**config.mk**
```make
export PLATFORM = sky130hd
export DESIGN_NAME = multi_port_toggle_memory
export DESIGN_NICKNAME = d
export VERILOG_FILES = /design/src/rtl/multi_port_toggle_memory.sv
export SDC_FILE = /design/constraint.sdc
export NUM_CORES = 1
export LEC_CHECK = 0
export ABC_CLOCK_PERIOD_IN_PS = 1700
export BUFFER_PORTS_ARGS = -buffer_cell sky130_fd_sc_hd__buf_2
export CAP_MARGIN = 20
export CORE_MARGIN = 2
export CORE_UTILIZATION = 55
export DETAILED_ROUTE_END_ITERATION = 7
export GPL_TIMING_DRIVEN = 0
export HOLD_SLACK_MARGIN = 0.05
export PLACE_DENSITY_LB_ADDON = 0.15
export SYNTH_ARGS = -nofsm -noshare
export SYNTH_HDL_FRONTEND = slang
export SYNTH_SLANG_ARGS = --single-unit
```
**constraint.sdc**
```tcl
create_clock -name clk -period 1.7 [get_ports clk]
set_input_delay 0 -clock clk [delete_from_list [all_inputs] [get_ports clk]]
set_output_delay 0 -clock clk [all_outputs]
set_load 0.02 [all_outputs]
```
**src/rtl/multi_port_toggle_memory.sv**
```systemverilog
// multi_port_toggle_memory: 1-bit entries spread over one bank per toggle port, value = XOR of banks.
// Define MULTI_PORT_TOGGLE_MEMORY_FORWARD_EN to forward same-cycle accepted toggles onto read_data.
module multi_port_toggle_memory #(
    parameter int DEPTH = 8,
    parameter int NUM_TOGGLE_PORTS = 2,
    parameter int NUM_READ_PORTS = 2
) (
    input  logic                                             clk,
    input  logic                                             rst,
    input  logic                                             clear,
    output logic                                             ready,
    input  logic [NUM_TOGGLE_PORTS-1:0]                      toggle,
    input  logic [NUM_TOGGLE_PORTS-1:0][$clog2(DEPTH)-1:0]   toggle_id,
    input  logic [NUM_READ_PORTS-1:0][$clog2(DEPTH)-1:0]     read_id,
    output logic [NUM_READ_PORTS-1:0]                        read_data
);
    localparam int AW = $clog2(DEPTH);
    localparam logic [0:0] CLEARING = 1'b0;
    localparam logic [0:0] READY = 1'b1;

    logic [0:0] state;
    logic [AW-1:0] cnt;
    logic [NUM_TOGGLE_PORTS-1:0] accept;
    logic [DEPTH-1:0] bank [NUM_TOGGLE_PORTS];

    assign ready = state == READY;
    assign accept = toggle & {NUM_TOGGLE_PORTS{ready & ~clear}};

    always_ff @(posedge clk or negedge rst) begin
        if (!rst) begin
            state <= CLEARING;
            cnt <= '0;
        end else if (clear) begin
            state <= CLEARING;
            cnt <= '0;
        end else if (state == CLEARING) begin
            cnt <= cnt + AW'(1);
            if (cnt == AW'(DEPTH - 1)) state <= READY;
        end
    end

    // Each port flips only its own bank, so k same-entry toggles give k net inversions.
    always_ff @(posedge clk) begin
        for (int p = 0; p < NUM_TOGGLE_PORTS; p++) begin
            if (!ready) bank[p][cnt] <= 1'b0;
            else if (accept[p]) bank[p][toggle_id[p]] <= ~bank[p][toggle_id[p]];
        end
    end

    always_comb begin
        read_data = '0;
        for (int r = 0; r < NUM_READ_PORTS; r++) begin
            for (int p = 0; p < NUM_TOGGLE_PORTS; p++) begin
                read_data[r] = read_data[r] ^ bank[p][read_id[r]];
`ifdef MULTI_PORT_TOGGLE_MEMORY_FORWARD_EN
                read_data[r] = read_data[r] ^ (accept[p] & (toggle_id[p] == read_id[r]));
`else
`endif
            end
        end
        read_data = read_data & {NUM_READ_PORTS{ready}};
    end
endmodule

```
==> summary.txt <==
======================================================================================================
Outcome                                                                                   complete, but fails checks
Violated checks                                                                           negative setup slack
Final worst clock skew                                                                      0.01256 ns
Sequential share of power                                                                        50.0%
Synthesized area                                                                              1304 µm²
Number of max-cap violations                                                                         0
TritonCTS Buffers                                                                                    3
Worst hold slack across all endpoints                                                        0.1038 ns
Global-route usage over all layers                                                              24.13%
Final Routed Wirelength                                                                       2.858 mm
Sequential element share of the synthesized area                                                44.53%
Startpoint Class                                                                             flip-flop
Total setup violations reported at the end of the flow                                               2
Effective utilization at floorplan                                                              58.38%
RSZ-0062 raised after global routing                                                               yes
Endpoint, Worst Hold                                                                        bank[0][1]
Register-to-register setup slack                                                               0.12 ns
Congestion Overflow GR                                                                               0
Ratio of routed vias to standard cells                                                           5.747
Slew @ Worst Pin                                                                             0.3276 ns
Hold Path Depth                                                                                      4
Worst path arrival time                                                                        1.88 ns
Most area-hungry cell type in the Yosys netlist                                           sky130_fd_sc_hd__edfxtp_1
Count of vias placed by the detailed router                                                       1023
Remaining antenna violation count                                                                    0
Final hold viol count                                                                                0
WP data required                                                                               1.70 ns
Clock transition at the register clock pins on the worst setup and hold paths after CTS        0.13 ns
Setup_tns                                                                                   -0.3246 ns
Vias in the first global route                                                                    1031
Placed insts                                                                                       167
Count of final max-slew check failures                                                               0
Htree depth                                                                                          1
Floorplan die width                                                                           52.69 µm
Utilization after layout                                                                        69.24%
Switching Power                                                                              0.2695 mW
Cell area reported after detailed placement                                                   1434 µm²
Std-Cell Core Area                                                                            2233 µm²
Number of warnings reported in the yosys synthesis log                                               0
First-pass GRT wire length                                                                    4.623 mm
Setup CP Type                                                                             flip-flop to primary output
Die height                                                                                    52.69 µm
Tightest Hold Check Type                                                                  input port to flip-flop
Logic gate share of total power                                                                  15.3%
Final critical delay including setup and external delays                                      1.878 ns
Crit. End Element                                                                         primary output
Length in cells of the worst reg-to-reg path                                                         5
Maximum number of pins on one net before global-route repair                                        13
Clock net sink count                                                                                20
Leak                                                                                         0.6563 nW
Number of nets in the finished design                                                              170
Syn Nets                                                                                           139
Internal power summed over all cells                                                         0.8825 mW
Clock latency on the worst-skew pair                                                           0.32 ns
Filler instances                                                                                   192
Routability congestion estimate from global placement                                           0.7709
Number of distinct library cells after synthesis                                                    22
Initial antenna violation count                                                                      0
Initial detailed-routing violation count                                                            37
Bufs on Longest Clock Path                                                                           2
Synthesized instance count                                                                         120
Fraction of final layout cells with drive strength greater than 1                               26.67%
Peak supply drop                                                                             0.6424 mV
Ports                                                                                               20
Largest fanout on the critical path                                                                  3
Die outline area                                                                              2776 µm²
Site Rows                                                                                           17
Max Fclk                                                                                    0.5326 GHz
DR DRC count                                                                                         0
Area grow syn2layout                                                                            18.62%
Worst rel slew slack                                                                            78.12%
Switching part of the total power                                                               23.39%
Number of enable-type register cells in the synthesized netlist                                     16
Post-synth top area share                                                                       36.85%
Synth top area cells                                                                      sky130_fd_sc_hd__edfxtp_1 (37%), sky130_fd_sc_hd__mux4_1 (16%), sky130_fd_sc_hd__dfrtp_1 (7.7%), sky130_fd_sc_hd__nor2_1 (6.6%), sky130_fd_sc_hd__nand2_1 (6.0%)
TritonCTS clock tree                                                                             built
Power per cell area                                                                       744.9 nW/µm²
Final routed wire length divided by cell count                                                16.06 µm
Endpoint of the worst-slack reg-to-reg timing path                                          bank[1][2]
Final antenna diode count                                                                            0
Min-delay src                                                                             toggle_id[1]
Number of storage elements in the synthesis netlist                                                 20
Clock network fraction of total power                                                            34.7%
Final clock period utilization by the worst path                                                110.4%
Clock root buffer master                                                                  sky130_fd_sc_hd__clkbuf_4
Async set or reset register ratio after synthesis                                               20.00%
First-pass detailed-route iteration total                                                            4
Layout Cell Area excl Fill                                                                    1546 µm²
Synth Flop Type                                                                           sky130_fd_sc_hd__edfxtp_1
DP HPWL                                                                                       2.290 mm
Port bufs                                                                                           19
Synth Area per Inst                                                                          10.86 µm²
Fin worst setup slack                                                                       -0.1776 ns
Post-Layout Cell Count                                                                             178
Reg-to-Reg Start                                                                                 ready
======================================================================================================
through the flow:
stage / setup WS (ns) / power [mW]
2_1_floorplan: 0.1631 / 0.6840
3_3_place_gp: 0.1095 / 0.7361
3_5_place_dp: 0.04668 / 0.7473
4_1_cts: -0.1886 / 1.147
5_1_grt: -0.2424 / 1.191
6_report: -0.1776 / 1.152
synthesized netlist by cell type (all sizes together), types with 4 or more instances:
cell	count
nor2	23
nand3	5
mux2i	6
mux4	8
edfxtp	16
nand2	21
o21ai	8
nor2b	7
mux2	4
dfrtp	4
worst max path at each step:
| stage | startpoint | to | slack (ns) |
|---|---|---|---|
| final | bank[0][7] | read_data[1] | -0.18 |
| after global routing | bank[1][0] | read_data[0] | -0.24 |
| after CTS | bank[0][7] | read_data[1] | -0.19 |
| after detailed placement | ready | bank[1][3] | 0.05 |
| after global placement | ready | bank[0][6] | 0.11 |
| after floorplan | ready | bank[0][6] | 0.16 |
worst max-delay path: stages (launching register included):
cell and delay [ns]:
sky130_fd_sc_hd__edfxtp_1 0.45, sky130_fd_sc_hd__mux4_2 0.50, sky130_fd_sc_hd__mux2i_1 0.18, sky130_fd_sc_hd__xor2_1 0.17, sky130_fd_sc_hd__and2_1 0.15, sky130_fd_sc_hd__buf_6 0.11
sequential cells by signal, indices dropped and copies added (netlist names):
signal  cells
ready       1
bank       16
cnt         3
power by group through the flow:
stage / Sequential, mW / Clock, mW / Combinational [mW]
after global placement: 0.584 / 0 / 0.152
after CTS: 0.576 / 0.398 / 0.174
after floorplan: 0.578 / 0 / 0.106
after global routing: 0.580 / 0.415 / 0.197
after detailed placement: 0.586 / 0 / 0.161
final: 0.576 / 0.399 / 0.176
final cells by class:
cell class,count,area [µm²],share of cell area (%)
repair buffers,26,167.7,10.84
multi-input cells,99,705.7,45.63
well taps,28,35.03,2.265
flip-flops and latches,20,580.6,37.54
plain buffers,1,5.005,0.3236
clock buffers,3,22.52,1.456
clock inverters,1,30.03,1.942
cells by family after synthesis:
logic type                 Yosys count  share of synthesized area, %
AOI/OAI and AO/OA                   12                         5.182
xor gates and xnor gates             2                         1.344
adders and majority gates            2                         1.919
buffers and inverters                1                        0.3835
DFF                                 20                         44.53
muxes                               18                         24.18
and+or+nand+nor                     65                         22.46
repair_timing:
action | 4_1_cts | 5_1_grt
hold endpoints to repair | 8 | 0
hold buffers | 3 | 0
gates resized for setup | 7 | 4
buffers inserted | 4 | 0
pin swaps | 2 | 2
cloned | 0 | 0
endpoints found under the setup margin | 2 | 18
per-layer routing:
| layer | share of wire, % | GRT usage (%) |
|---|---|---|
| met1 | 41 | 27.32 |
| met2 | 54 | 45.63 |
| met3 | 4.1 | 3.143 |
| met4 | 1.2 | 8.547 |
| met5 | 0 | 0 |
placed cells by master, fill, tap and decap left out, drive strengths merged:
cell         netlist  layout
and2               2       2
and3               1       1
and3b              1       1
buf                1      24
bufinv             0       1
clkbuf             0       3
dfrtp              4       4
dlygate4sd3        0       3
edfxtp            16      16
ha                 2       2
mux2               4       4
mux2i              6       6
mux4               8       8
nand2             21      21
nand2b             2       2
nand3              5       5
nand3b             1       1
nor2              23      23
nor2b              7       7
nor3               1       1
o21ai              8       8
o21bai             2       2
o22ai              2       2
or2                1       1
xor2               2       2
Note: power is estimated with default switching activity, not from simulation.
